===== src/rtl/instr_encoder_pkg.sv =====
// instr_encoder_pkg
//    Shared MIPS encoding definitions used by the instruction encoder and the
//    opcode/control decoder. It holds the mnemonic indices, primary opcodes,
//    funct codes and small helpers that assemble the three MIPS word formats.
//    Ports: none (package).
package instr_encoder_pkg;

   // Mnemonic indices presented on in_op. Values 11..15 are illegal.
   localparam logic [3:0] MN_LW   = 4'd0;
   localparam logic [3:0] MN_SW   = 4'd1;
   localparam logic [3:0] MN_J    = 4'd2;
   localparam logic [3:0] MN_JR   = 4'd3;
   localparam logic [3:0] MN_JAL  = 4'd4;
   localparam logic [3:0] MN_BNE  = 4'd5;
   localparam logic [3:0] MN_XORI = 4'd6;
   localparam logic [3:0] MN_ADDI = 4'd7;
   localparam logic [3:0] MN_ADD  = 4'd8;
   localparam logic [3:0] MN_SUB  = 4'd9;
   localparam logic [3:0] MN_SLT  = 4'd10;

   // Primary opcodes, instr[31:26].
   localparam logic [5:0] OP_RTYPE = 6'h00;
   localparam logic [5:0] OP_LW    = 6'h23;
   localparam logic [5:0] OP_SW    = 6'h2B;
   localparam logic [5:0] OP_J     = 6'h02;
   localparam logic [5:0] OP_JAL   = 6'h03;
   localparam logic [5:0] OP_BNE   = 6'h05;
   localparam logic [5:0] OP_XORI  = 6'h0E;
   localparam logic [5:0] OP_ADDI  = 6'h08;

   // R-type funct codes, instr[5:0].
   localparam logic [5:0] FN_JR  = 6'h08;
   localparam logic [5:0] FN_ADD = 6'h20;
   localparam logic [5:0] FN_SUB = 6'h22;
   localparam logic [5:0] FN_SLT = 6'h2A;

   // Instruction formats, handy for decoders and reference models.
   typedef enum logic [1:0] {
      FMT_R,
      FMT_I,
      FMT_J
   } instrFmt_e;

   // shamt is always zero for the supported R-type set.
   function automatic logic [31:0] packRType(input logic [4:0] rs,
                                             input logic [4:0] rt,
                                             input logic [4:0] rd,
                                             input logic [5:0] funct);
      return {OP_RTYPE, rs, rt, rd, 5'd0, funct};
   endfunction

   function automatic logic [31:0] packIType(input logic [5:0]  opcode,
                                             input logic [4:0]  rs,
                                             input logic [4:0]  rt,
                                             input logic [15:0] imm);
      return {opcode, rs, rt, imm};
   endfunction

   function automatic logic [31:0] packJType(input logic [5:0]  opcode,
                                             input logic [25:0] target);
      return {opcode, target};
   endfunction

endpackage


===== src/rtl/instr_encoder_field_pack.sv =====
// instr_field_pack
//    Combinational field packer: mnemonic index plus raw fields in, MIPS machine
//    word and a legality flag out. Fields a format does not use are forced to
//    zero, so the result never depends on them. Reusable by reference models.
//    Ports:
//       op      in   4   mnemonic index (0..10 legal)
//       rs      in   5   source register
//       rt      in   5   target register
//       rd      in   5   destination register (R-type)
//       imm     in  16   immediate / branch offset
//       target  in  26   jump target (J/JAL)
//       legal   out  1   op is a supported mnemonic
//       instr   out 32   encoded word (zero when illegal)
module instr_field_pack
   import instr_encoder_pkg::*;
(
   input  logic [3:0]  op,
   input  logic [4:0]  rs,
   input  logic [4:0]  rt,
   input  logic [4:0]  rd,
   input  logic [15:0] imm,
   input  logic [25:0] target,
   output logic        legal,
   output logic [31:0] instr
);

   always_comb begin
      legal = 1'b1;
      instr = '0;
      case (op)
         MN_LW:   instr = packIType(OP_LW,   rs, rt, imm);
         MN_SW:   instr = packIType(OP_SW,   rs, rt, imm);
         MN_J:    instr = packJType(OP_J,    target);
         MN_JR:   instr = packRType(rs, 5'd0, 5'd0, FN_JR);
         MN_JAL:  instr = packJType(OP_JAL,  target);
         MN_BNE:  instr = packIType(OP_BNE,  rs, rt, imm);
         MN_XORI: instr = packIType(OP_XORI, rs, rt, imm);
         MN_ADDI: instr = packIType(OP_ADDI, rs, rt, imm);
         MN_ADD:  instr = packRType(rs, rt, rd, FN_ADD);
         MN_SUB:  instr = packRType(rs, rt, rd, FN_SUB);
         MN_SLT:  instr = packRType(rs, rt, rd, FN_SLT);
         default: legal = 1'b0;
      endcase
   end

endmodule


===== src/rtl/instr_encoder.sv =====
// instr_encoder
//    Turns mnemonic/field bundles into MIPS machine words tagged with a
//    sequential byte address, for loading instruction memory. Valid/ready on
//    both sides with a 2-entry FIFO on the output. Illegal mnemonics are
//    consumed, counted and flagged but produce no word.
//    Ports:
//       clk, reset            clock, synchronous active-high reset
//       in_valid/in_ready     input handshake
//       in_op, in_rs, in_rt, in_rd, in_imm, in_target   instruction fields
//       load_addr/load_value  one-cycle load of the address counter
//       out_valid/out_ready   output handshake
//       out_instr, out_addr   head-of-buffer word and its byte address
//       err                   pulse the cycle after an illegal bundle is taken
//       illegal_count         saturating count of illegal bundles
module instr_encoder
   import instr_encoder_pkg::*;
#(
   parameter int                 ADDR_W     = 32,
   parameter logic [ADDR_W-1:0]  RESET_ADDR = '0
)
(
   input  logic              clk,
   input  logic              reset,
   input  logic              in_valid,
   output logic              in_ready,
   input  logic [3:0]        in_op,
   input  logic [4:0]        in_rs,
   input  logic [4:0]        in_rt,
   input  logic [4:0]        in_rd,
   input  logic [15:0]       in_imm,
   input  logic [25:0]       in_target,
   input  logic              load_addr,
   input  logic [ADDR_W-1:0] load_value,
   output logic              out_valid,
   input  logic              out_ready,
   output logic [31:0]       out_instr,
   output logic [ADDR_W-1:0] out_addr,
   output logic              err,
   output logic [7:0]        illegal_count
);

   localparam logic [ADDR_W-1:0] ADDR_STEP = ADDR_W'(4);

   logic              packLegal;
   logic [31:0]       packInstr;

   logic [31:0]       bufInstr [2];
   logic [ADDR_W-1:0] bufAddr  [2];
   logic              rdPtr;
   logic              wrPtr;
   logic [1:0]        count;
   logic [ADDR_W-1:0] addrCnt;

   logic              accept;
   logic              push;
   logic              pop;
   logic [ADDR_W-1:0] tagAddr;

   instr_field_pack uPack (
      .op     (in_op),
      .rs     (in_rs),
      .rt     (in_rt),
      .rd     (in_rd),
      .imm    (in_imm),
      .target (in_target),
      .legal  (packLegal),
      .instr  (packInstr)
   );

   // Handshake flags come straight from buffer state, so in_ready has no
   // path from out_ready. A push at count 2 is impossible by construction.
   assign in_ready  = (count != 2'd2);
   assign out_valid = (count != 2'd0);
   assign out_instr = bufInstr[rdPtr];
   assign out_addr  = bufAddr[rdPtr];

   assign accept  = in_valid && in_ready;
   assign push    = accept && packLegal;
   assign pop     = out_valid && out_ready;
   // A coincident load wins over the running counter for this word's tag.
   assign tagAddr = load_addr ? load_value : addrCnt;

   always_ff @(posedge clk) begin
      if (reset) begin
         rdPtr         <= 1'b0;
         wrPtr         <= 1'b0;
         count         <= 2'd0;
         addrCnt       <= RESET_ADDR;
         err           <= 1'b0;
         illegal_count <= 8'd0;
      end else begin
         if (push) wrPtr <= ~wrPtr;
         if (pop)  rdPtr <= ~rdPtr;

         case ({push, pop})
            2'b10:   count <= count + 2'd1;
            2'b01:   count <= count - 2'd1;
            default: count <= count;
         endcase

         if (push)           addrCnt <= tagAddr + ADDR_STEP;
         else if (load_addr) addrCnt <= load_value;

         err <= accept && !packLegal;
         if (accept && !packLegal && illegal_count != 8'hFF)
            illegal_count <= illegal_count + 8'd1;
      end
   end

   // Storage needs no reset: count gates every read.
   always_ff @(posedge clk) begin
      if (push) begin
         bufInstr[wrPtr] <= packInstr;
         bufAddr[wrPtr]  <= tagAddr;
      end
   end

endmodule

===== config.mk =====
export PLATFORM = sky130hd
export DESIGN_NAME = instr_encoder
export DESIGN_NICKNAME = d
export VERILOG_FILES = /design/src/rtl/instr_encoder_pkg.sv /design/src/rtl/instr_encoder_field_pack.sv /design/src/rtl/instr_encoder.sv
export SDC_FILE = /design/constraint.sdc
export NUM_CORES = 1
export LEC_CHECK = 0
export BUFFER_PORTS_ARGS = -buffer_cell sky130_fd_sc_hd__buf_4
export CELL_PAD_IN_SITES_DETAIL_PLACEMENT = 0
export CELL_PAD_IN_SITES_GLOBAL_PLACEMENT = 2
export CORE_MARGIN = 2
export CORE_UTILIZATION = 37
export CTS_BUF_LIST = sky130_fd_sc_hd__clkbuf_8
export CTS_CLUSTER_DIAMETER = 40
export DETAILED_ROUTE_END_ITERATION = 12
export PLACE_DENSITY = 0.9
export RECOVER_POWER = 50
export SETUP_SLACK_MARGIN = 0.2
export SYNTH_ARGS = -nofsm -noshare
export SYNTH_HDL_FRONTEND = slang
export SYNTH_SLANG_ARGS = --single-unit

===== constraint.sdc =====
create_clock -name clk -period 6.08 [get_ports clk]
set_input_delay 0.912 -clock clk [delete_from_list [all_inputs] [get_ports clk]]
set_output_delay 0.912 -clock clk [all_outputs]
set_load 0.01 [all_outputs]

* Yosys cells after proc, flatten, opt, wreduce, memory -nomap -nowiden
Memories as Yosys holds them, arrays and structs flattened. A register that Yosys moved wholly into a read port is not among the register bits. Cells that the tools add are included.
Storage, ports and cells: bits in registers 45, bits in latches 0, RAM bits 128, ROM bits 0, bits of input ports 98, output and inout bits 75, logic and storage cells 49, memories kept 2
Cells by class: add/subtract/negate cells 4, $mul 0, divide/modulo/power cells 0, magnitude comparators 0, eq/ne operators 14, shifts and indexed selects 0, mux-type cells 11, bitwise operators 2, reduce and logical (&&, ||, !) cells 10
Memory list:
- bufAddr | words 2, bits a word 32, read ports 1, clocked after Yosys merged registers in 1, wr ports 1, RTL line instr_encoder.sv:48 | logic [ADDR_W-1:0] bufAddr [2];
- bufInstr | words 2, bits a word 32, read ports 1, clocked after Yosys merged registers in 1, wr ports 1, RTL line instr_encoder.sv:47 | logic [31:0] bufInstr [2];
Operator list (count):
- 32-bit one-hot mux with 11 select lines | 1
- 32-bit two-way mux | 2
- 32-bit by 3-bit adder with 32-bit output (second input constant) | 1
- 4-bit by 3-bit == test with 1-bit output (second input constant) | 4
- 4-bit == test (second input constant) | 3
- 11-bit OR reduction | 1
- 8-bit by 1-bit adder with 8-bit output (second input constant) | 1
- 4-bit by 2-bit == test with 1-bit output (second input constant) | 2
- 8-bit != test (second input constant) | 1
- 1-bit two-way mux | 7
- 1-bit logical AND | 5
- 4-bit by 1-bit == test with 1-bit output (second input constant) | 1
- 4-bit zero test | 1
- 2-bit one-hot mux with 2 select lines | 1
- 2-bit nonzero test | 2
- 2-bit by 1-bit adder with 2-bit output (second input constant) | 1
- 2-bit by 1-bit == test with 1-bit output (second input constant) | 1
- 2-bit == test (second input constant) | 1
- 2-bit != test (second input constant) | 1
- 1-bit NOT | 2
- 2-bit by 1-bit subtractor with 2-bit output (second input constant) | 1
- 1-bit zero test | 1

* Longest topological paths before layout
Gate-level depths: netlist of run 1.
depth after elaboration 6, gate-level depth with buffers 12, depth with buffers taken out 7

* Hierarchy
From an unflattened synthesis of run 1, not the netlist that was laid out.
Unflattened totals: cells, all modules 616, area, all modules 8081.5 µm²
Modules (own cells, without submodules):
- instr_encoder | times used 1, cells an instance 513, area each 7327.0 µm², seq. area each 4764.6 µm²
- instr_field_pack | times used 1, cells an instance 103, area each 754.5 µm², seq. area each 0.0 µm²

* Least setup slack after synthesis of run 1
No wires, ideal clock.
path kind input -> register, start input port in_op[2], end memory bufAddr[0][0] (enable), setup time 0.484 ns, arrival time 4.375 ns, required time 5.596 ns, setup slack 1.220 ns, stages on the path 5, buffers on the path 1, cell sequence buf_2 a21o_4 a211oi_2 inv_2 nor2_1
On the way: cells in the longest elaborated chain, start to end 6, elaborated cells between the ends (all ways) 16, those cells by class 10 x eq/ne; 3 x mux; 3 x reduce/logical
Ends and longest elaborated chain:
- from (decl) | RTL line instr_encoder.sv:26 | input logic [3:0] in_op,
- 4-bit by 1-bit == test with 1-bit output (tied with other cells) | RTL line instr_encoder_field_pack.sv:30 | case (op)
- 11-bit OR reduction (no line) (*)
- 1-bit two-way mux (*) | RTL line instr_encoder_field_pack.sv:30
- 1-bit logical AND (*) | RTL line instr_encoder.sv:78 | assign push = accept && packLegal;
- 1-bit two-way mux (*) | RTL line instr_encoder.sv:112 | if (push) begin
- 1-bit two-way mux (not written as such) (*) | RTL line instr_encoder.sv:114 | bufAddr[wrPtr] <= tagAddr;
- to (decl) | RTL line instr_encoder.sv:48
Every way passes the cells marked *; elsewhere a longest branch is shown, timed or not.

* Worst setup path after layout of run 1
start input port in_op[3], end memory bufInstr[0][1] (enable)
On the way: cells in the longest elaborated chain, start to end 6, elaborated cells between the ends (all ways) 16, those cells by class 10 x eq/ne; 3 x mux; 3 x reduce/logical
Ends and longest elaborated chain:
- 4-bit by 1-bit == test with 1-bit output (tied with other cells) | RTL line instr_encoder_field_pack.sv:30
- 11-bit OR reduction (no line) (*)
- 1-bit two-way mux (*) | RTL line instr_encoder_field_pack.sv:30
- 1-bit logical AND (*) | RTL line instr_encoder.sv:78
- 1-bit two-way mux (*) | RTL line instr_encoder.sv:112
- 1-bit two-way mux (not written as such) (*) | RTL line instr_encoder.sv:113 | bufInstr[wrPtr] <= packInstr;
- to (decl) | RTL line instr_encoder.sv:47
Marked as above.

==> impl_metrics.ini, run 1 <==
[power]
p_comb_share_pct = 27.6
power_switching_uw = 935
clockPowerShare_pct = 25.2
cell_internal_pwr_mw = 2.12
pwr-share-seq_pct = 47.2
switching_share_pct = 30.6
peakVddDrop_v = 0.000155
leakagePower_nw = 3.59
power_density_mw_per_mm2 = 317

[floorplanning]
die_area_mm2 = 0.0224
core_mm2 = 0.0210
die_h_um = 150
die_w_um = 150
row_count = 53
initial_core_util_pct = 37.5
pin_count = 173

[routing]
viasPerCell = 5.23
avgRoutedWirePerCell_um = 18.1
num_vias = 5531
drt-total-wl_um = 19100
drt_iter0_drc = 385
drcViolationCount = 0
ant_nets = 0
drt_first_pass_iters = 6

[yosys]
synthTopCellsByArea = edfxtp_1 (48%), mux2_2 (12%), dfxtp_1 (12%)
synth-seq-cells = 172
netlist_area_mm2 = 0.00785
syn-num-nets = 710
synth_edf_count = 126
synth-seq-area-share_pct = 59.9
yosys_warnings = 0
synth_largest_area_cell = edfxtp_1
ys_types = 56
synth_top_area_share_pct = 48.2
syn_avg_cell_area_um2 = 12.9
syn-instance-count = 609
async_flop_share_pct = 0
ys.flop_type = edfxtp_1

[setup_path]
crit_path_start_kind = primary input
crit_required_ns = 6.21
critPathArrivalTime_ns = 4.55
critPathTopFamily = compound AO/OA/AOI/OAI gates
critPathSlowestCell = a211oi_1
endpoint_kind = flip-flop
path_cells = clkbuf_1 > a211oi_1 > inv_2 > nor2_4 > buf_4
path_depth = 5
rr_worst_depth = 5
cp_max_fo = 33
critical_path_class = in2reg
path_buf_inv = 3
cpPeakStageDelay_ns = 1.58

[timing]
finClkSkew_ns = 0.0109
hold_viol = 0
min_period_ns = 4.42
tns_ns = 0
slew_violations = 107
worstMarginPinSlew_ns = 2.12
period_share_pct = 72.8
setup_violations = 0
clock.fmax_mhz = 226
max_slew_margin_pct = -42.4
rsz0062_at_grt = false

[place]
gp_congestion = 0.842
dp_cells = 1025
place.detailed.hpwl_um = 13800
place.port_buffers = 171

[clock_network]
cts.path.max_buffers = 2
cts_buffers = 17
clock_latency_ns = 0.47
root_buffer = clkbuf_8
cts_resized = 0
cts_setup_buffers = 0
hold_buffers = 0
tritoncts = done
htreeDepth = 4
cts_sinks = 172
clk_pin_slew_worst_paths_ns = 0.09

[layout]
finalNonFillerCells = 1057
diodes = 0
final_nets = 870
final_util_pct = 46.0
drive_above_1_share_pct = 32.9
mostFrequentLayoutCells = buf_4 (153), edfxtp_1 (126), mux2_2 (63)
syn_to_final_growth_pct = 22.8
final_common_cell = buf_4

[worst_hold_path]
whs_path_depth = 2
hold_class = reg2reg

[grt]
grt_overflow = 0
grt_pass1_wl_um = 29000
grt_max_degree = 64
grt_pass1_vias = 5498
grt_usage_pct = 17.0
antenna_found_initial = 0

[status]
status = complete, but fails checks
violations = max-capacitance violations, max-slew violations

[flow_run]
maxCapViolations = 4
==> sequential cells by signal, indices dropped and copies added (netlist names), named ones only <==
register	count
illegal_count	8
bufInstr	62
rdPtr	1
count	2
err	1
bufAddr	64
wrPtr	1
addrCnt	32
==> logic make-up after synthesis <==
logic type      share of synthesized area (%)
flops                                    59.9
fa+ha+maj                               0.478
mux                                      14.0
simple gates                             10.7
buf+inv                                  2.90
xor+xnor                                 2.34
other cells                            0.0478
compound gates                           9.62
==> power groups by stage <==
stage                     registers [mW]  clock network [mW]  logic (mW)
after floorplan                     1.46                   0       0.492
after global placement              1.46                   0       0.863
after detailed placement            1.47                   0       0.877
after CTS                           1.44               0.790       0.882
after global routing                1.45               0.834       0.913
final                               1.44               0.770       0.844
==> final timing paths <==
| kind | start | slack, ns | endpoint |
|---|---|---|---|
| min | count[1]$_SDFFE_PP0P_ | 0.51 | count[1]$_SDFFE_PP0P_ |
| max | in_op[3] | 1.66 | bufInstr[0][1]$_DFFE_PP_ |
| min reg2reg | count[1]$_SDFFE_PP0P_ | 0.51 | count[1]$_SDFFE_PP0P_ |
| max reg2reg | count[0]$_SDFFE_PP0P_ | 2.12 | bufInstr[0][1]$_DFFE_PP_ |
==> metal layers <==
layer | vias to the layer above | part of all wire (%) | GRT usage (%)
li1 | 2653 | - | -
met1 | 2668 | 43 | 21.4
met2 | 198 | 48 | 28.6
met3 | 12 | 8.1 | 5.40
met4 | 0 | 0.85 | 3.87
met5 | - | 0 | 0
==> Yosys cell counts (4+ instances only) <==
cell type and n:
edfxtp_1 126, mux2_2 85, dfxtp_1 46, nor2_1 34, a21oi_1 28, nand2_1 23, o21ai_0 20, a22o_1 19
nand3_1 19, clkbuf_1 18, inv_1 18, nand4_1 14, xnor2_1 14, mux2i_1 12, nor3_1 11, a222oi_1 10
nor2b_1 9, nand3b_1 7, xor2_1 7, a211oi_1 6, buf_1 5, buf_2 5, or3_1 5, and3_1 4
nand4b_1 4, nor3b_1 4, nor4_1 4, or4_1 4
==> metrics by stage <==
stage	power [mW]	cell area [um2]	setup slack, ns	hold WS, ns
finish	3.06	9640	1.66	0.514
global route	3.20	9640	1.31	0.549
CTS	3.12	9750	2.41	0.522
detailed placement	2.35	9370	1.88	0.500
global placement	2.33	9370	2.09	0.475
floorplan	1.96	7850	1.22	0.462
==> cell type report <==
cell class | count | area (um2)
clock buffers | 17 | 234
clock inverters | 15 | 148
fillers | 1944 | 11300
inverters | 19 | 71.3
multi-input cells | 385 | 2910
flip-flops and latches | 172 | 4700
well taps | 275 | 344
repair buffers | 174 | 1230
==> worst min-delay path, stage by stage, from the launching register on <==
cell     delay, ns
dfxtp_1       0.33
o21ai_0       0.08
a21oi_1       0.06
Power figures use the tool's default switching activity.
==> inputs of run 2 (changes only) <==
--- a/config.mk
+++ b/config.mk
@@ -5,11 +5,12 @@
 export SDC_FILE = /design/constraint.sdc
 export NUM_CORES = 1
 export LEC_CHECK = 0
+export ABC_AREA = 1
 export BUFFER_PORTS_ARGS = -buffer_cell sky130_fd_sc_hd__buf_4
 export CELL_PAD_IN_SITES_DETAIL_PLACEMENT = 0
 export CELL_PAD_IN_SITES_GLOBAL_PLACEMENT = 2
 export CORE_MARGIN = 2
-export CORE_UTILIZATION = 37
+export CORE_UTILIZATION = 35
 export CTS_BUF_LIST = sky130_fd_sc_hd__clkbuf_8
 export CTS_CLUSTER_DIAMETER = 40
 export DETAILED_ROUTE_END_ITERATION = 12
==> constraint.sdc (replaced) <==
create_clock -name clk -period 4.48 [get_ports clk]
set_input_delay 0.672 -clock clk [delete_from_list [all_inputs] [get_ports clk]]
set_output_delay 0.672 -clock clk [all_outputs]
set_load 0.01 [all_outputs]
==> impl_metrics.ini, run 2 <==
[routing]
avgRoutedWirePerCell_um = 15.8
drt-total-wl_um = 19600
viasPerCell = 4.68
drcViolationCount = 0
drt_first_pass_iters = 4
num_vias = 5806
drt_iter0_drc = 270
ant_nets = 0

[worst_hold_path]
hold_class = reg2reg

[clock_network]
root_buffer = clkbuf_8
cts_sinks = 172
tritoncts = done
clk_pin_slew_worst_paths_ns = 0.09
cts_resized = 0
cts.path.max_buffers = 2
cts_setup_buffers = 0
htreeDepth = 4
cts_buffers = 17
hold_buffers = 0
clock_latency_ns = 0.45

[timing]
max_slew_margin_pct = -21.6
setup_violations = 0
min_period_ns = 3.31
rsz0062_at_grt = false
clock.fmax_mhz = 303
tns_ns = 0
hold_viol = 0
slew_violations = 20
worstMarginPinSlew_ns = 1.82
finClkSkew_ns = 0.0162
period_share_pct = 73.8

[yosys]
synth_largest_area_cell = edfxtp_1
synth-seq-cells = 172
yosys_warnings = 0
async_flop_share_pct = 0
syn-instance-count = 772
syn_avg_cell_area_um2 = 10.4
syn-num-nets = 873
synth-seq-area-share_pct = 58.8
synthTopCellsByArea = edfxtp_1 (47%), dfxtp_1 (12%), mux2_2 (8.9%)
synth_edf_count = 126
synth_common_cells = nand2_1 (170), edfxtp_1 (126), inv_1 (76), nor2_1 (70), mux2_2 (63)
ys.flop_type = edfxtp_1
synth.most_common_cell = nand2_1
synth_top_area_share_pct = 47.3
netlist_area_mm2 = 0.00800
ys_types = 45

[place]
place.detailed.hpwl_um = 14100
place.port_buffers = 171
gp_congestion = 0.775

[floorplanning]
core_mm2 = 0.0226
row_count = 55
die_area_mm2 = 0.0241
die_h_um = 155
pin_count = 173
initial_core_util_pct = 35.4
die_w_um = 155

[power]
power_density_mw_per_mm2 = 381
leakagePower_nw = 4.02
total_power_mw = 3.74
peakVddDrop_v = 0.000139

[setup_path]
endpoint_kind = flip-flop
critical_path_class = in2reg
cp_max_fo = 20
critPathArrivalTime_ns = 3.44
crit_path_start_kind = primary input
crit_required_ns = 4.61

[status]
status = complete, but fails checks
violations = max-capacitance violations, max-slew violations

[layout]
final_util_pct = 43.5
drive_above_1_share_pct = 30.8
n_fill_cell = 2264
largest_registers = bufAddr: 64 flops, bufInstr: 62 flops, addrCnt: 32 flops
mostFrequentLayoutCells = nand2_1 (185), buf_4 (163), edfxtp_1 (126)
regMostFlops = bufAddr
syn_to_final_growth_pct = 22.7
largest_reg_flops = 64
final_common_cell = nand2_1
final_nets = 1043
diodes = 0

[grt]
use_met1_pct = 21.8
antenna_found_initial = 1
grt_usage_pct = 16.3
grt_overflow = 0
use_met2_pct = 26.9
grt_max_degree = 50
grt_pass1_wl_um = 30000
use_met3_pct = 3.87
grt_pass1_vias = 5520
busiest_layer = met2

[flow_run]
maxCapViolations = 1
-- run 2: changes by cell type in the layout (fill, tap and decap cells not counted), sizes merged, moves of 9 or more --
cell	delta
o21ai	+25
nand2	+176
xnor2	-13
nor2	+52
buf	+12
mux2	-24
a22o	-11
nor2b	-9
mux2i	-12
a222oi	-10
inv	+52
-- run 2: power breakdown --
part	switching (mW)	total (mW)	leakage (nW)	internal [mW]
logic	0.406	0.764	2.26	0.357
clock network	0.569	1.08	0.194	0.511
registers	0.0423	1.89	1.56	1.85
total	1.02	3.74	4.02	2.72
-- run 2: per-layer routing --
| layer | vias to the layer above | wire length (um) |
|---|---|---|
| met1 | 2699 | 9160 |
| met4 | 2 | 148 |
| met3 | 11 | 1070 |
| met2 | 153 | 9170 |
| li1 | 2941 | - |
| met5 | - | 13 |
-- run 2: final timing paths --
| path | startpoint | to | slack [ns] | cells past startpoint |
|---|---|---|---|---|
| min | rdPtr$_SDFFE_PP0P_ | flip-flop | 0.46 | 1 |
| max | in_op[1] | bufInstr[1][11]$_DFFE_PP_ | 1.17 | 7 |
| min reg2reg | rdPtr$_SDFFE_PP0P_ | flip-flop | 0.46 | 1 |
| max reg2reg | count[0]$_SDFFE_PP0P_ | bufInstr[1][11]$_DFFE_PP_ | 1.22 | 7 |
-- run 2: worst max-delay path, stage by stage --
cell,delay [ns]
clkbuf_1,0.16
nand2_1,0.11
nand2_1,0.05
nand2_1,0.12
nand2_1,0.34
nor2_1,1.47
buf_4,0.47
-- run 2: logic make-up after synthesis --
family	Yosys count	share of synthesized area, %
compound gates	94	7.02
xor+xnor	1	0.109
fa+ha+maj	3	0.469
buf+inv	105	5.76
flops	172	58.8
mux	63	8.87
other cells	1	0.0469
simple gates	333	18.9
-- run 2: through the flow --
| stage | instances | hold slack (ns) | setup WS, ns | instance area (um2) |
|---|---|---|---|---|
| 6_report | 1240 | 0.458 | 1.17 | 9820 |
| 5_1_grt | 1240 | 0.447 | 0.937 | 9820 |
| 4_1_cts | 1240 | 0.441 | 1.43 | 9960 |
| 3_5_place_dp | 1208 | 0.439 | 1.44 | 9570 |
| 3_3_place_gp | 1208 | 0.431 | 1.50 | 9570 |
| 2_1_floorplan | 772 | 0.426 | 1.20 | 8010 |
-- run 2: cell type report --
type                       instances  area [um2]  share of cell area [%]
clock buffer                      18         248                    2.52
clock inverter                    14         146                    1.49
inverter                          78         293                    2.98
multi-input combinational        495        2750                    28.1
sequential                       172        4710                    47.9
tap                              285         357                    3.63
timing repair buffer             178        1310                    13.4
